===== config.mk =====
export PLATFORM = sky130hd
export DESIGN_NAME = prod_accum
export DESIGN_NICKNAME = d
export VERILOG_FILES = /design/src/rtl/datapath_pkg.sv /design/src/rtl/prod_accum.sv
export SDC_FILE = /design/constraint.sdc
export NUM_CORES = 1
export LEC_CHECK = 0
export BUFFER_PORTS_ARGS = -buffer_cell sky130_fd_sc_hd__clkbuf_2
export CORE_ASPECT_RATIO = 2
export CORE_MARGIN = 3
export CORE_UTILIZATION = 54
export DETAILED_ROUTE_END_ITERATION = 6
export MAX_ROUTING_LAYER = met4
export PLACE_DENSITY = 0.8
export SYNTH_ARGS = -nofsm -noshare
export SYNTH_HDL_FRONTEND = slang
export SYNTH_SLANG_ARGS = --single-unit

===== constraint.sdc =====
create_clock -name Clk -period 3 [get_ports Clk]
set_input_delay 0.15 -clock Clk [delete_from_list [all_inputs] [get_ports Clk]]
set_output_delay 0.15 -clock Clk [all_outputs]
set_load 0.01 [all_outputs]

===== src/rtl/datapath_pkg.sv =====
// datapath_pkg: constants shared by the scheduled-datapath blocks.
//   - default operand / count widths
//   - prod_accum state encoding (2-bit binary)
package datapath_pkg;

  localparam int DEF_WIDTH = 8;
  localparam int DEF_CNT_W = 8;

  typedef logic [1:0] state_t;

  localparam state_t S_IDLE  = 2'd0;
  localparam state_t S_ACCUM = 2'd1;
  localparam state_t S_DONE  = 2'd2;

endpackage


===== src/rtl/prod_accum.sv =====
// prod_accum: sequential accumulator behind the datapath multiplier.
// Sums `len` unsigned 2*WIDTH-bit products into an ACC_W-bit result.
//
// Ports
//   Clk        clock, rising edge
//   Rst        asynchronous reset, active low
//   start/len  begin a run of len terms (sampled in IDLE only)
//   in_valid/in_ready/prod    product stream (ready only in ACCUM)
//   out_valid/out_ready/acc   result handshake (valid only in DONE)
//   ovf        sticky carry-out of ACC_W during the current run
//   busy       high in ACCUM and DONE
//
// Build option
//   PROD_ACCUM_SAT_EN  defined: acc saturates to all-ones on overflow.
//                      undefined: acc wraps modulo 2**ACC_W.
//   ovf and handshake timing are the same in both builds.
module prod_accum
  import datapath_pkg::*;
#(
  parameter int WIDTH = DEF_WIDTH,
  parameter int ACC_W = 2*WIDTH+8,
  parameter int CNT_W = DEF_CNT_W
) (
  input  logic                 Clk,
  input  logic                 Rst,
  input  logic                 start,
  input  logic [CNT_W-1:0]     len,
  input  logic                 in_valid,
  output logic                 in_ready,
  input  logic [2*WIDTH-1:0]   prod,
  output logic                 out_valid,
  input  logic                 out_ready,
  output logic [ACC_W-1:0]     acc,
  output logic                 ovf,
  output logic                 busy
);

  state_t             state_q, state_d;
  logic [ACC_W-1:0]   acc_q,   acc_d;
  logic               ovf_q,   ovf_d;
  logic [CNT_W-1:0]   rem_q,   rem_d;

  // One extra bit so the carry out of ACC_W is visible.
  logic [ACC_W:0]     sum;

  assign sum = {1'b0, acc_q} + {{(ACC_W+1-2*WIDTH){1'b0}}, prod};

  always_comb begin
    state_d = state_q;
    acc_d   = acc_q;
    ovf_d   = ovf_q;
    rem_d   = rem_q;
    case (state_q)
      S_IDLE: begin
        if (start) begin
          acc_d   = '0;
          ovf_d   = 1'b0;
          rem_d   = len;
          state_d = (len == '0) ? S_DONE : S_ACCUM;
        end
      end
      S_ACCUM: begin
        // in_ready is 1 throughout ACCUM, so a beat is just in_valid.
        if (in_valid) begin
          if (sum[ACC_W]) ovf_d = 1'b1;
`ifdef PROD_ACCUM_SAT_EN
          acc_d = sum[ACC_W] ? {ACC_W{1'b1}} : sum[ACC_W-1:0];
`else
          acc_d = sum[ACC_W-1:0];
`endif
          rem_d = rem_q - 1'b1;
          if (rem_q == {{(CNT_W-1){1'b0}}, 1'b1}) state_d = S_DONE;
        end
      end
      S_DONE: begin
        // start in the handshake cycle is dropped: we only leave to IDLE.
        if (out_ready) state_d = S_IDLE;
      end
      default: state_d = S_IDLE;
    endcase
  end

  always_ff @(posedge Clk or negedge Rst) begin
    if (!Rst) begin
      state_q <= S_IDLE;
      acc_q   <= '0;
      ovf_q   <= 1'b0;
      rem_q   <= '0;
    end else begin
      state_q <= state_d;
      acc_q   <= acc_d;
      ovf_q   <= ovf_d;
      rem_q   <= rem_d;
    end
  end

  // Flags decode straight from the state register.
  assign in_ready  = (state_q == S_ACCUM);
  assign out_valid = (state_q == S_DONE);
  assign busy      = (state_q == S_ACCUM) || (state_q == S_DONE);
  assign acc       = acc_q;
  assign ovf       = ovf_q;

endmodule


==> qor.txt, run 1 <==
DIE
------------------------------------------------------------------------------
Chip Height                                                             100 um
Die W                                                                  53.0 um
Placement row count                                                         33
Top Ports                                                                   57
Effective utilization at floorplan                                       57.2%
Die Outline Area                                                      5300 um2
Core box area                                                         4170 um2

SETUP PATH
------------------------------------------------------------------------------
Critical path required time                                            3.20 ns
Critical path capture point type                                     flip-flop
Cell count of the worst reg-to-reg path                                     10
Startpoint type of the worst setup path                              flip-flop
CP arrival                                                             2.89 ns
Worst Path Class, Setup                                           flip-flop to flip-flop
Crit Path Max Fanout                                                         3

WORST HOLD PATH
------------------------------------------------------------------------------
Worst min-delay path category                                     primary input to asynchronous set/reset pin

LOGIC SYNTHESIS
------------------------------------------------------------------------------
Number of flops mapped to enable cells by yosys                              0
Number of different library cells in the post-synthesis netlist             46
Synth Flop Type                                                   sky130_fd_sc_hd__dfrtp_1
Number of cells produced by synthesis                                      274
Post-synth design cell area                                           2390 um2
Post-Syn Nets                                                              325
Yosys top cell by area                                            sky130_fd_sc_hd__dfrtp_1
Async set or reset register ratio after synthesis                         100%
Portion of the post-synthesis area used by sequential elements           36.7%
Number of warnings reported in the yosys synthesis log                       0
Flip-flop and latch count after synthesis                                   35
Area share of the largest cell type after synthesis                      36.7%
Most repeated cell in the gate-level netlist after synthesis      sky130_fd_sc_hd__dfrtp_1
Most used standard cells in the synthesized netlist               35 x sky130_fd_sc_hd__dfrtp_1, 34 x sky130_fd_sc_hd__nand2_1, 31 x sky130_fd_sc_hd__o21ai_0
Top area cells in the synthesized netlist                         sky130_fd_sc_hd__dfrtp_1 37%, sky130_fd_sc_hd__ha_1 11%, sky130_fd_sc_hd__o21ai_0 6.5%
Avg Inst Size Synth                                                   8.71 um2

GLOBAL ROUTE
------------------------------------------------------------------------------
Pin count of the biggest net entering global routing                        36
Via count of the first global-routing pass                                2328
Global-route wire length before repair                                 9720 um
Total congestion overflow                                                    0
Global router's overall resource usage                                   24.6%
Antenna violations before repair                                             0

LAYOUT
------------------------------------------------------------------------------
ANT cells                                                                    0
Number of filler cells placed in the layout                                400
Proportion of layout cells with a drive suffix above 1                   22.0%
Area added between synthesis and finish                                  18.6%
Number of nets in the finished design                                      389

POWER AND IR DROP
------------------------------------------------------------------------------
Worst-case vdd ir drop                                                0.708 mV
Pwr per Cell Area                                                   938 nW/um2
Lkg Pwr                                                                1.39 nW
Power consumption                                                    0.00265 W

STA
------------------------------------------------------------------------------
Number of pins with negative max-slew slack in the final report              0
Tightest slew margin relative to the limit                               40.5%
Fin Hold WS                                                         -0.0226 ns
Ratio of final minimum period to clock period                            89.4%
Sum of negative setup slack                                               0 ns
Transition time at the pin with the least slew margin                 0.893 ns
Setup repair after global routing missed its margin                      false
Min Tclk post-route                                                    2.68 ns
Worst-case clock skew                                               0.00993 ns
Max Clk Rate                                                           373 MHz
Final number of setup-violating endpoints                                    0
Number of hold violations in the final report                               35

CLOCK TREE
------------------------------------------------------------------------------
CTS max path bufs                                                            2
Hold-fix buffers at CTS                                                      0
Clk slew on worst S/H paths                                            0.08 ns
# Post-CTS Setup Buffers                                                     0
Clock Sink Count                                                            35
Cts repair resizes                                                           0
Number of buffers created by CTS                                             5
Clock insertion delay at the later pin of the skew report              0.29 ns
H-Tree Level Count                                                           2
Root buffer cell                                                  sky130_fd_sc_hd__clkbuf_8
TritonCTS clock tree                                                     built

ROUTING
------------------------------------------------------------------------------
Violation count after the first detailed-route iteration                    58
DRC violations left                                                          0
Antenna Nets Post-Route                                                      0
Vias per cell                                                             5.87
Total wire length                                                      5780 um
DR pass1 iterations                                                          4
Routed length per instance                                             14.9 um
Routed via count                                                          2282

PLACEMENT
------------------------------------------------------------------------------
Placed wire-length estimate                                            4490 um
Number of buffers added on ports                                            56
Placer Congestion                                                        0.892

STATUS
------------------------------------------------------------------------------
Result of the run                                                 finished with violations
Failing checks                                                    negative hold slack

RUN
------------------------------------------------------------------------------
Max_cap viols                                                                0

## metal layers
| layer | wire length [um] | vias up | global-route usage (%) |
|---|---|---|---|
| li1 | - | 1115 | - |
| met1 | 2110 | 1084 | 23.4 |
| met2 | 3310 | 65 | 46.0 |
| met3 | 194 | 18 | 3.42 |
| met4 | 169 | 0 | 11.2 |
| met5 | 0 | - | - |
## final timing paths
check / endpoint / from / slack [ns]
max in group asynchronous: acc[23] / Rst / 2.46
max reg2reg: acc[12] / acc[0] / 0.32
max: acc[12] / acc[0] / 0.32
min: acc[4] / Rst / -0.02
min in group Clk: rem_q[5] / len[5] / 0.15
min reg2reg: ovf / ovf / 0.51
## registers in the layout, summed over array words and instances (netlist names)
signal and flops:
acc 24, rem_q 8, state_q 2, ovf 1
## power breakdown
part / internal (W) / total, W / switching [W]
sequential: 0.000631 / 0.000786 / 0.000155
combinational: 0.000646 / 0.00154 / 0.000898
clock: 0.000155 / 0.000325 / 0.000170
total: 0.00143 / 0.00265 / 0.00122
## logic make-up (layout without fill, tap and decap cells)
| family | count (synthesis) | count (layout) | share of synthesized area [%] |
|---|---|---|---|
| flops | 35 | 35 | 36.7 |
| compound gates | 87 | 87 | 22.6 |
| simple gates | 94 | 94 | 19.2 |
| xor+xnor | 15 | 15 | 5.50 |
| mux | 2 | 2 | 0.839 |
| buf+inv | 19 | 82 | 3.35 |
| fa+ha+maj | 22 | 22 | 11.8 |
## per-stage QoR
step	cells	setup slack (ns)	util (%)	cell area (um2)
after floorplan	274	0.487	-	2390
after global placement	383	0.474	66.1	2760
after detailed placement	383	0.349	66.1	2760
after CTS	389	0.339	67.9	2830
after global routing	389	0.126	67.9	2830
final	389	0.318	67.9	2830
## worst max-delay path: stages (launching register included)
cell and delay (ns):
sky130_fd_sc_hd__dfrtp_1 0.40, sky130_fd_sc_hd__ha_1 0.22, sky130_fd_sc_hd__fa_1 0.41, sky130_fd_sc_hd__a21o_1 0.19, sky130_fd_sc_hd__a221oi_1 0.24, sky130_fd_sc_hd__buf_4 0.17
sky130_fd_sc_hd__o21ai_0 0.13, sky130_fd_sc_hd__a21boi_0 0.35, sky130_fd_sc_hd__o21ai_0 0.18, sky130_fd_sc_hd__xnor2_1 0.14, sky130_fd_sc_hd__o21ai_0 0.17
## area by class of cell
| type | instances | area [um2] | area share (%) |
|---|---|---|---|
| Inverter | 12 | 45.0 | 1.59 |
| Tap cell | 52 | 65.1 | 2.30 |
| Sequential cell | 35 | 876 | 30.9 |
| Timing Repair Buffer | 64 | 340 | 12.0 |
| Clock buffer | 6 | 72.6 | 2.56 |
| Multi-Input combinational cell | 220 | 1430 | 50.6 |
## cells in the final DEF, fill, tap and decap left out, drive strengths merged, types with 2 or more instances in the layout
cell and n:
clkbuf 62, dfrtp 35, nand2 34, o21ai 32, a21oi 23, ha 21
nor2 19, nand3 15, inv 12, xnor2 9, buf 8, xor2 6
o22ai 6, a21o 5, nor4 5, or3 5, a211oi 5, a31oi 3
a22o 3, nor3b 3, and2 2, nand2b 2, nor3 2, mux2i 2
nor2b 2
(Power assumes the default switching activity.)
==> inputs of run 2 (changes only) <==
Clock period 3 ns to 2.56 ns, I/O delays scaled along.
==> run 2 against run 1 <==
Effect of this change: the flow now finishes without violations; sequential share of layout area down 1.2 points; cell count up 1.0%; count of clock-buffer cells in the layout up 2; worst setup slack worse by 0.15 ns; critical path depth down 2; clock skew down 0.0061 ns; non-clock buffer count up 2; worst hold slack better by 0.15 ns; critical path type unchanged; critical endpoint is now acc[23].
==> qor.txt, run 2 (same netlist as run 1, synthesis figures left out) <==
ROUTING
------------------------------------------------------------------------------
DR pass1 iterations                                                          4
DRC violations left                                                          0
Routed length per instance                                             14.7 um
Vias per cell                                                             5.78
Total wire length                                                      5770 um
Routed via count                                                          2270
Violation count after the first detailed-route iteration                    33
Antenna Nets Post-Route                                                      0

LAYOUT
------------------------------------------------------------------------------
ANT cells                                                                    0
Number of filler cells placed in the layout                                365
Final cell count without fillers                                           393
Proportion of layout cells with a drive suffix above 1                   24.9%
Largest register FFs                                                        24
Commonest non-fill, non-tap cell in the layout                    sky130_fd_sc_hd__clkbuf_2
Area added between synthesis and finish                                  23.3%
Highest-count cells in the layout ignoring fill and taps          56 x sky130_fd_sc_hd__clkbuf_2, 35 x sky130_fd_sc_hd__dfrtp_1, 33 x sky130_fd_sc_hd__nand2_1
Number of nets in the finished design                                      391

STA
------------------------------------------------------------------------------
Transition time at the pin with the least slew margin                 0.882 ns
Final number of setup-violating endpoints                                    0
Number of pins with negative max-slew slack in the final report              0
Setup repair after global routing missed its margin                       true
Tightest slew margin relative to the limit                               41.2%
Min Tclk post-route                                                    2.39 ns
Ratio of final minimum period to clock period                            93.4%
Max Clk Rate                                                           418 MHz
Fin Hold WS                                                           0.129 ns
Number of hold violations in the final report                                0
Worst-case clock skew                                               0.00388 ns

WORST HOLD PATH
------------------------------------------------------------------------------
Worst min-delay path category                                     primary input to flip-flop

DIE
------------------------------------------------------------------------------
Effective utilization at floorplan                                       57.2%
Chip Height                                                             100 um
Top Ports                                                                   57
Die W                                                                  53.0 um
Die Outline Area                                                      5300 um2
Core box area                                                         4170 um2
Placement row count                                                         33

STATUS
------------------------------------------------------------------------------
Result of the run                                                 complete, no violations

POWER AND IR DROP
------------------------------------------------------------------------------
Part of the total power dissipated in the clock network                  13.9%
Int Power                                                            0.00177 W
Worst-case vdd ir drop                                                0.875 mV
Pwr per Cell Area                                                  1090 nW/um2
Seq pwr share                                                            28.7%
Switching portion of total power                                         45.2%
Part of the total power dissipated in combinational logic                57.4%
Switching component of the power                                     0.00146 W
Lkg Pwr                                                                1.42 nW

SETUP PATH
------------------------------------------------------------------------------
Bufs and invs on worst path                                                  0
Stages on worst setup path                                                   8
Critical path required time                                            2.77 ns
Register-to-register setup slack                                       0.17 ns
Startpoint type of the worst setup path                              flip-flop
Critical path capture point type                                     flip-flop
Cell count of the worst reg-to-reg path                                      8
Cell at the slowest stage of the critical path                    sky130_fd_sc_hd__dfrtp_1
Worst r2r src                                                           acc[1]
Delay of the slowest critical-path stage                               0.44 ns
Cell family with the largest share of critical-path delay         compound AO/OA/AOI/OAI gates
Worst Path Class, Setup                                           flip-flop to flip-flop
Crit Path Max Fanout                                                         8
CP arrival                                                             2.60 ns
CP Capture Point                                                       acc[23]
CP cell instances                                                 ha_1, a21o_1, nand4_1, a31oi_1, a211oi_1, o31a_1, or3_1, a21oi_1
Capture instance of the worst register-to-register path                acc[23]
Crit path launch                                                        acc[1]

GLOBAL ROUTE
------------------------------------------------------------------------------
Total congestion overflow                                                    0
Via count of the first global-routing pass                                2332
Pin count of the biggest net entering global routing                        36
Antenna violations before repair                                             0
Global router's overall resource usage                                   24.5%
Global-route wire length before repair                                 9630 um

PLACEMENT
------------------------------------------------------------------------------
Placed wire-length estimate                                            4510 um
Number of buffers added on ports                                            56
Placed Cells                                                               384
Placer Congestion                                                        0.929

CLOCK TREE
------------------------------------------------------------------------------
TritonCTS clock tree                                                     built
Clk slew on worst S/H paths                                            0.07 ns
Number of buffers created by CTS                                             5
Clock Sink Count                                                            35
Clock insertion delay at the later pin of the skew report              0.28 ns
H-Tree Level Count                                                           2
CTS max path bufs                                                            2
Root buffer cell                                                  sky130_fd_sc_hd__clkbuf_8

RUN
------------------------------------------------------------------------------
Max_cap viols                                                                0

[run 2: cell type report]
cell class	count	area, um2	area share [%]
clock buffer	8	100	3.40
inverter	12	45.0	1.53
multi-input combinational	220	1500	51.0
sequential	35	876	29.7
tap	52	65.1	2.21
timing repair buffer	66	358	12.2
[run 2: tightest hold or removal path, delay by kind of cell]
family / cells / cell delay [ns]
buf+inv: 1 / 0.09
compound gates: 2 / 0.15
[run 2: per-stage QoR]
| stage | setup slack, ns | total power (W) | util (%) | TNS, ns | instance area [um2] |
|---|---|---|---|---|---|
| 2_1_floorplan | 0.0469 | 0.00219 | - | 0 | 2390 |
| 3_3_place_gp | 0.115 | 0.00268 | 66.3 | 0 | 2770 |
| 3_5_place_dp | 0.00741 | 0.00273 | 66.3 | 0 | 2770 |
| 4_1_cts | 0.0540 | 0.00320 | 68.9 | 0 | 2880 |
| 5_1_grt | -0.0108 | 0.00355 | 70.6 | -0.0291 | 2940 |
| 6_report | 0.168 | 0.00322 | 70.6 | 0 | 2940 |
[run 2: worst min path at each step]
stage / endpoint / startpoint / cells after the start / slack, ns
after floorplan: acc[0] / Rst / 0 / -0.17
after global placement: acc[4] / Rst / 1 / 0.29
after detailed placement: acc[4] / Rst / 1 / 0.30
after CTS: rem_q[5] / len[5] / 3 / 0.12
after global routing: rem_q[6] / len[6] / 3 / 0.15
final: rem_q[2] / len[2] / 3 / 0.13
[run 2: power by group through the flow]
stage | Combinational (W) | Clock, W | Sequential (W)
after global routing | 0.00212 | 0.000477 | 0.000948
after floorplan | 0.00126 | 0 | 0.000929
after CTS | 0.00182 | 0.000461 | 0.000916
after global placement | 0.00177 | 0 | 0.000912
after detailed placement | 0.00181 | 0 | 0.000924
final | 0.00185 | 0.000449 | 0.000923
[run 2: per-layer routing]
layer / track usage, % / share of wire (%)
met1: 22.3 / 37
met2: 47.2 / 58
met3: 2.53 / 2.7
met4: 11.6 / 2.5
met5: - / 0
[run 2: repair_timing]
action | CTS | global route
pin swaps | 0 | 3
endpoints found under the setup margin | 1 | 11
resized for setup | 1 | 11
hold buffers | 1 | 0
buffers inserted | 0 | 0
hold endpoints to repair | 35 | 0
